==> config.mk <==
export PLATFORM = sky130hd
export DESIGN_NAME = ps2_kbd_rx
export DESIGN_NICKNAME = d
export VERILOG_FILES = /design/src/rtl/ps2_kbd_rx.sv
export SDC_FILE = /design/constraint.sdc
export NUM_CORES = 1
export LEC_CHECK = 0
export ABC_AREA = 1
export CORE_MARGIN = 2
export CORE_UTILIZATION = 69
export DETAILED_ROUTE_END_ITERATION = 12
export DONT_BUFFER_PORTS = 1
export PLACE_DENSITY = 0.95
export SLEW_MARGIN = 10
export SYNTH_ARGS = -nofsm -noshare
export SYNTH_HDL_FRONTEND = slang
export SYNTH_SLANG_ARGS = --single-unit
==> constraint.sdc <==
create_clock -name clk -period 6.9 [get_ports clk]
set_input_delay 1.725 -clock clk [delete_from_list [all_inputs] [get_ports clk]]
set_output_delay 1.725 -clock clk [all_outputs]
set_load 0.005 [all_outputs]
==> src/rtl/ps2_kbd_rx.sv <==
// rtl/ps2_kbd_rx.sv - PS/2 keyboard receiver with 8-entry scan-code FIFO and hex display
//
// Ports:
//   clk         system clock, all logic on its rising edge
//   clrn        asynchronous active-high clear
//   ps2_clk     raw PS/2 clock (asynchronous to clk)
//   ps2_data    raw PS/2 data
//   nextdata_n  active-low pop request
//   data        byte at the FIFO head, valid when ready=1
//   ready       FIFO non-empty
//   overflow    sticky: a valid frame was dropped because the FIFO was full
//   hex_h       active-low {g..a} pattern for data[7:4], blank when empty
//   hex_l       active-low {g..a} pattern for data[3:0], blank when empty
module ps2_kbd_rx #(
  parameter int TIMEOUT = 50000
) (
  input  logic       clk,
  input  logic       clrn,
  input  logic       ps2_clk,
  input  logic       ps2_data,
  input  logic       nextdata_n,
  output logic [7:0] data,
  output logic       ready,
  output logic       overflow,
  output logic [6:0] hex_h,
  output logic [6:0] hex_l
);

  localparam int TW = $clog2(TIMEOUT + 1);
  localparam logic [TW-1:0] IDLE_LAST = TW'(TIMEOUT - 1);

  logic [2:0]    ps2_clk_sync;
  logic          sample;
  logic [9:0]    buffer;
  logic [3:0]    cnt;
  logic [TW-1:0] idle_cnt;
  logic [7:0]    fifo [0:7];
  logic [2:0]    w_ptr;
  logic [2:0]    r_ptr;
  logic          full;
  logic          frame_ok;
  logic          push;
  logic          pop;

  // sync[2] is the older stage: 1 -> 0 across it marks a falling edge.
  assign sample   = ps2_clk_sync[2] & ~ps2_clk_sync[1];
  assign full     = (w_ptr + 3'd1) == r_ptr;
  assign ready    = w_ptr != r_ptr;
  assign frame_ok = ~buffer[0] & ps2_data & (^buffer[9:1]);
  assign push     = sample && (cnt == 4'd10) && frame_ok && !full;
  assign pop      = ready && !nextdata_n;

  always_ff @(posedge clk or posedge clrn) begin
    if (clrn) begin
      ps2_clk_sync <= 3'b111;
      cnt          <= 4'd0;
      idle_cnt     <= '0;
      buffer       <= 10'd0;
      w_ptr        <= 3'd0;
      r_ptr        <= 3'd0;
      overflow     <= 1'b0;
    end else begin
      ps2_clk_sync <= {ps2_clk_sync[1:0], ps2_clk};

      if (sample) begin
        idle_cnt <= '0;
        if (cnt == 4'd10) begin
          cnt <= 4'd0;
          if (frame_ok) begin
            if (full) overflow <= 1'b1;
            else      w_ptr    <= w_ptr + 3'd1;
          end
        end else begin
          buffer[cnt] <= ps2_data;
          cnt         <= cnt + 4'd1;
        end
      end else if (cnt != 4'd0) begin
        // A stalled partial frame is dropped so the next start bit realigns us.
        if (idle_cnt == IDLE_LAST) begin
          cnt      <= 4'd0;
          idle_cnt <= '0;
        end else begin
          idle_cnt <= idle_cnt + 1'b1;
        end
      end else begin
        idle_cnt <= '0;
      end

      if (pop) r_ptr <= r_ptr + 3'd1;
    end
  end

  // Storage needs no reset: ready gates every use of it.
  always_ff @(posedge clk) begin
    if (push) fifo[w_ptr] <= buffer[8:1];
  end

  assign data = fifo[r_ptr];

  function automatic logic [6:0] seg7(input logic [3:0] d);
    logic [6:0] s;
    case (d)
      4'h0: s = 7'h40;  4'h1: s = 7'h79;  4'h2: s = 7'h24;  4'h3: s = 7'h30;
      4'h4: s = 7'h19;  4'h5: s = 7'h12;  4'h6: s = 7'h02;  4'h7: s = 7'h78;
      4'h8: s = 7'h00;  4'h9: s = 7'h10;  4'hA: s = 7'h08;  4'hB: s = 7'h03;
      4'hC: s = 7'h46;  4'hD: s = 7'h21;  4'hE: s = 7'h06;  default: s = 7'h0E;
    endcase
    return s;
  endfunction

  assign hex_h = ready ? seg7(data[7:4]) : 7'h7F;
  assign hex_l = ready ? seg7(data[3:0]) : 7'h7F;

endmodule

==> out/metrics.yaml, run 1 <==
grt.overflow.total: 0
grt.total_usage_pct: 27.4
setup-tns-final_ps: 0
dr_total_vias: 4030
drive_gt1_share_pct: 9.25
synth_ff_type: "edfxtp_1"
final_util_pct: 72.9
synth_edf_count: 64
drv_slew: 0
hpwl_mm: 7.73
boundaryPins: 29
cts_tree: "yes"
hold_path_class: "reg -> reg"
gp_congestion: 0.836
grt_pass1_wl_mm: 18.1
fin_total_pwr_mw: 2.36
yosysWarnings: 0
async_flop_share_pct: 38.5
fmax_mhz: 203
cp-start-kind: "flip-flop"
cp_top_family: "flip-flops"
max_stage_delay_ps: 940
criticalPathCategory: "reg -> out"
synthCells: 585
cellLeakagePower_nw: 2.33
grt_pass1_vias: 3868
cts_root_buf: "clkbuf_8"
yosysTopAreaCell: "edfxtp_1"
critical_path.max_fanout: 29
dr.first_iter.drc_count: 450
antenna_found_initial: 0
clkLatencyLatePin_ps: 370
die_x_microns: 92.3
crit_buf_inv: 3
cts_setup_buffers: 0
ys_top_cells_by_count: "nand2_1, nor2_1, edfxtp_1, inv_1, o21ai_0"
skew_ps: 10.0
ctsHoldBuffers: 0
ctsResizeCount: 0
syn_avg_cell_area_sq_um: 9.20
ir_drop_mv: 0.251
slew_headroom_pct: 39.4
crit_arrival_ps: 3210
syn2layout_area_growth_pct: 3.56
wl_mm: 11.0
nets: 599
synth_top_cell_area_share_pct: 35.7
post_drt_wl_per_cell_microns: 16.0
grt_max_degree: 41
drc: 0
clkTransAtPathRegs_ps: 90
power.density_mw_per_mm2: 424
drtAntennaViolNets: 0
h-tree-depth: 3
setup_viol: 0
die_h_microns: 92.3
core_sq_mm: 0.00765
die_area_sq_mm: 0.00852
period_minus_slack_ps: 4930
cts_sinks: 104
initial_core_util_pct: 70.4
pre_cts_ws_ps: 2380
rsz0062_at_grt: "no"
crit_required_ps: 5180
viasPerCell: 5.87
netlist_top_cells_area: "edfxtp_1, dfrtp_1, nand2_1, nor2_1, o21ai_0"
insertedDiodeCount: 0
fin_crit_sh_pct: 71.5
outcome: "complete, no violations"
ys_seq_elements: 104
slowest_stage: "dfrtp_1"
crit_path_end_kind: "output port"
yosysUniqueCellTypes: 41
syn_area_sq_mm: 0.00538
crit_top_cell: "inv_1"
hold_viol: 0
ys_seq_area_share_pct: 54.4
synth.most_common_cell: "nand2_1"
crit_chain: "inv_1, nor2_1, o21ai_0, nand2_1, inv_1, o21ai_0, ha_1, inv_1, nor2_1, a21oi_2, nand2_1"
worst-slew-pin-transition_ps: 905
setup_ws_ps: 1970
portBuffers: 0
drv_cap: 0
dr.pass1.iters: 5
numCtsBuffers: 9
rows: 32
syn_nets: 605
clockBufferDepth: 2
flip-flops by register name, summed over array words and instances, names as in the netlist:
signal / count
cnt: 4
ps2_clk_sync: 3
r_ptr: 3
idle_cnt: 16
w_ptr: 3
fifo: 64
overflow: 1
buffer: 10
worst paths after layout:
kind	to	cells past startpoint	slack (ps)	from
max	hex_l[0]	11	1970	r_ptr[1]$_DFFE_PP0P_
min	ps2_clk_sync[1]$_DFF_PP1_	0	360	ps2_clk_sync[0]$_DFF_PP1_
max reg2reg	fifo[3][5]$_DFFE_PP_	7	3960	r_ptr[2]$_DFFE_PP0P_
min reg2reg	ps2_clk_sync[1]$_DFF_PP1_	0	360	ps2_clk_sync[0]$_DFF_PP1_
max in group asynchronous	ps2_clk_sync[1]$_DFF_PP1_	2	5150	clrn
min in group asynchronous	r_ptr[1]$_DFFE_PP0P_	2	1370	clrn
where the power goes:
part / switching, mW / internal (mW)
Sequential: 0.145 / 0.758
Clock: 0.200 / 0.166
Combinational: 0.744 / 0.349
cell families (layout without fill, tap and decap cells):
| kind of cell | count (synthesis) | count (layout) | share of synthesized area (%) |
|---|---|---|---|
| AOI/OAI and AO/OA | 97 | 97 | 10.8 |
| xor gates and xnor gates | 14 | 14 | 2.42 |
| adders and majority gates | 15 | 15 | 3.49 |
| buffers and inverters | 74 | 73 | 6.55 |
| DFF | 104 | 104 | 54.4 |
| and+or+nand+nor | 281 | 281 | 22.3 |
worst reg2reg max path, stage by stage (launching register included):
cell,delay (ps)
dfrtp_1,900
inv_4,170
nand2_1,100
nand2_1,110
xor2_1,200
a21oi_4,240
nand3_2,140
nor2_1,710
placed cells by master, fill, tap and decap left out, drive strengths merged:
master and count:
xor2 11, o21a 1, nand4 8, o211ai 9
dfstp 3, o21ai 65, clkinvlp 1, clkinv 4
a21oi 17, clkbuf 10, xnor2 3, edfxtp 64
nand3 33, nand2 140, ha 15, dfrtp 37
nor2 90, bufinv 1, o22ai 4, a21o 1
or2 1, nor3 8, nor3b 1, buf 2
inv 55
metrics by stage:
stage / cells / area [sq um] / hold slack [ps]
final: 686 / 5570 / 363
after global routing: 686 / 5570 / 368
after CTS: 686 / 5570 / 365
after detailed placement: 670 / 5390 / 351
after global placement: 670 / 5390 / 347
after floorplan: 585 / 5380 / 345
area by class of cell:
class | count | area, sq um
sequential | 104 | 2930
clock buffer | 10 | 128
timing repair buffer | 2 | 15.0
tap | 102 | 128
inverter | 55 | 214
fill | 488 | 2070
multi-input combinational | 407 | 2100
clock inverter | 6 | 60.1
metal layers:
layer,vias up,wire length [microns],track usage (%)
met5,-,0,0
met4,0,210,11.8
met3,18,668,3.58
met2,188,5740,47.9
met1,1896,4380,34.4
li1,1928,-,-
No activity file was read; power rests on OpenSTA's default activity.
==> run 2, diff against run 1 <==
--- a/config.mk
+++ b/config.mk
@@ -7,10 +7,10 @@
 export LEC_CHECK = 0
 export ABC_AREA = 1
 export CORE_MARGIN = 2
-export CORE_UTILIZATION = 69
+export CORE_UTILIZATION = 57
 export DETAILED_ROUTE_END_ITERATION = 12
 export DONT_BUFFER_PORTS = 1
-export PLACE_DENSITY = 0.95
+export PLACE_DENSITY = 0.86
 export SLEW_MARGIN = 10
 export SYNTH_ARGS = -nofsm -noshare
 export SYNTH_HDL_FRONTEND = slang
==> constraint.sdc (replaced) <==
create_clock -name clk -period 4.4 [get_ports clk]
set_input_delay 1.1 -clock clk [delete_from_list [all_inputs] [get_ports clk]]
set_output_delay 1.1 -clock clk [all_outputs]
set_load 0.005 [all_outputs]
==> out/metrics.yaml, run 2 (same netlist as run 1, synthesis figures left out) <==
rsz0062_at_grt: "no"  # unchanged
largestRegisters: "fifo x64, idle_cnt x16, buffer x10"  # unchanged
criticalPathCategory: "reg -> out"  # unchanged
ctsResizeCount: 0  # unchanged
ctsHoldBuffers: 0  # unchanged
drv_cap: 0  # unchanged
clkTransAtPathRegs_ps: 100  # was 90 ps
setup_viol: 0  # unchanged
dr.pass1.iters: 5  # unchanged
grt.overflow.total: 0  # unchanged
post_drt_wl_per_cell_microns: 15.7  # was 16.0 microns
cellLeakagePower_nw: 2.34  # was 2.33 nW
final_cell_mix: "nand2_1, nor2_1, edfxtp_1"  # unchanged
drv_slew: 0  # unchanged
dr_total_vias: 3909  # was 4030
p_clk_share_pct: 14.9  # was 15.5%
cts_sinks: 104  # unchanged
nets: 602  # was 599
power.internal_mw: 1.97  # was 1.27 mW
skew_ps: 12.2  # was 10.0 ps
final_common_cell: "nand2_1"  # unchanged
boundaryPins: 29  # unchanged
numCtsBuffers: 9  # unchanged
initial_core_util_pct: 58.5  # was 70.4%
rows: 35  # was 32
period_minus_slack_ps: 3870
dr.first_iter.drc_count: 219  # was 450
insertedDiodeCount: 0  # unchanged
outcome: "complete, no violations"  # unchanged
switching_share_pct: 46.5  # was 46.1%
n_fill_cell: 758  # was 488
die_area_sq_mm: 0.0102  # was 0.00852 sq mm
wl_mm: 11.0  # about the same
regArea_sq_mm: 0.00293  # unchanged
hold_path_class: "reg -> reg"  # unchanged
ir_drop_mv: 0.352  # was 0.251 mV
netSwitchingPower_mw: 1.71  # was 1.09 mW
grt_max_degree: 41  # unchanged
multi_input_area_sq_mm: 0.00210  # unchanged
pre_cts_ws_ps: 999  # was 2380 ps
viasPerCell: 5.60  # was 5.87
crit_arrival_ps: 2770  # was 3210 ps
clockBufferDepth: 2  # unchanged
drive_gt1_share_pct: 9.88  # was 9.25%
grt_pass1_vias: 3851  # was 3868
fin_crit_sh_pct: 87.9
setup-tns-final_ps: 0  # unchanged
portBuffers: 0  # unchanged
drc: 0  # unchanged
syn2layout_area_growth_pct: 4.04  # was 3.56%
cts_tree: "yes"  # unchanged
clkLatencyLatePin_ps: 370  # about the same
hold_viol: 0  # unchanged
worst-slew-pin-transition_ps: 956  # was 905 ps
fmax_mhz: 258
power.density_mw_per_mm2: 657  # was 424 mW/mm^2
die_x_microns: 101  # was 92.3 microns
hpwl_mm: 7.82  # was 7.73 mm
cp-start-kind: "flip-flop"  # unchanged
cts_root_buf: "clkbuf_8"  # unchanged
die_h_microns: 101  # was 92.3 microns
grt_pass1_wl_mm: 18.0  # was 18.1 mm
h-tree-depth: 3  # unchanged
core_sq_mm: 0.00920  # was 0.00765 sq mm
gp_congestion: 0.925  # was 0.836
drtAntennaViolNets: 0  # unchanged
p_seq_share_pct: 37.7  # was 38.2%
p_comb_share_pct: 47.3  # was 46.3%
antenna_found_initial: 0  # unchanged
top_register: "fifo"  # unchanged
cts_setup_buffers: 0  # unchanged
crit_required_ps: 3300  # was 5180 ps
crit_path_end_kind: "output port"  # unchanged
slew_headroom_pct: 36.1  # was 39.4%
largest_reg_flops: 64  # unchanged
fin_hold_ws_ps: 367  # was 363 ps
critical_path.max_fanout: 11  # was 29
setup_ws_ps: 531  # was 1970 ps
grt.total_usage_pct: 22.8  # was 27.4%
==> run 2: layout make-up <==
| class | instances | area share, % |
|---|---|---|
| tap | 111 | 2.48 |
| clock buffer | 10 | 2.28 |
| clock inverter | 6 | 0.938 |
| sequential | 104 | 52.3 |
| multi-input combinational | 407 | 37.6 |
| inverter | 55 | 3.82 |
| timing repair buffer | 5 | 0.670 |
==> run 2: final timing paths <==
kind                                           startpoint  slack [ps]                         to  cells past startpoint
worst max register to register       r_ptr[2]$_DFFE_PP0P_        1590       fifo[5][7]$_DFFE_PP_                      7
worst max-delay path                 r_ptr[1]$_DFFE_PP0P_         530                   hex_l[0]                     11
min in group asynchronous                            clrn         740      idle_cnt[3]$_DFF_PP0_                      2
worst min register to register  ps2_clk_sync[0]$_DFF_PP1_         370  ps2_clk_sync[1]$_DFF_PP1_                      0
max in group asynchronous                            clrn        3280  ps2_clk_sync[1]$_DFF_PP1_                      2
worst min-delay path            ps2_clk_sync[0]$_DFF_PP1_         370  ps2_clk_sync[1]$_DFF_PP1_                      0
==> run 2: critical path: stages, from the launching register on <==
cell and delay, ps:
dfrtp_1 580, inv_1 250, nor2_1 160, o21ai_0 100, nand2_1 80, inv_1 50
o21ai_0 490, ha_1 320, inv_1 70, nor2_1 130, a21oi_2 80, nand2_1 100
==> run 2: power groups by stage <==
| stage | clock network [mW] | logic [mW] | registers, mW |
|---|---|---|---|
| floorplan | 0 | 1.53 | 1.29 |
| global placement | 0 | 1.62 | 1.39 |
| detailed placement | 0 | 1.72 | 1.41 |
| CTS | 0.563 | 1.73 | 1.39 |
| global route | 0.595 | 1.98 | 1.42 |
| finish | 0.550 | 1.74 | 1.39 |
==> run 2: through the flow <==
stage	area, sq um	power [mW]	utilization (%)	instances
2_1_floorplan	5380	2.82	-	585
3_3_place_gp	5420	3.01	58.9	682
3_5_place_dp	5420	3.13	58.9	682
4_1_cts	5600	3.68	60.9	698
5_1_grt	5600	3.99	60.9	698
6_report	5600	3.68	60.9	698
==> run 2: metal layers <==
metal	global-route usage [%]	routed length (microns)	up-vias	part of all wire (%)
li1	-	-	1925	-
met1	28.9	4690	1864	43
met2	39.4	5600	101	51
met3	3.73	472	19	4.3
met4	9.15	212	0	1.9
met5	0	0	-	0
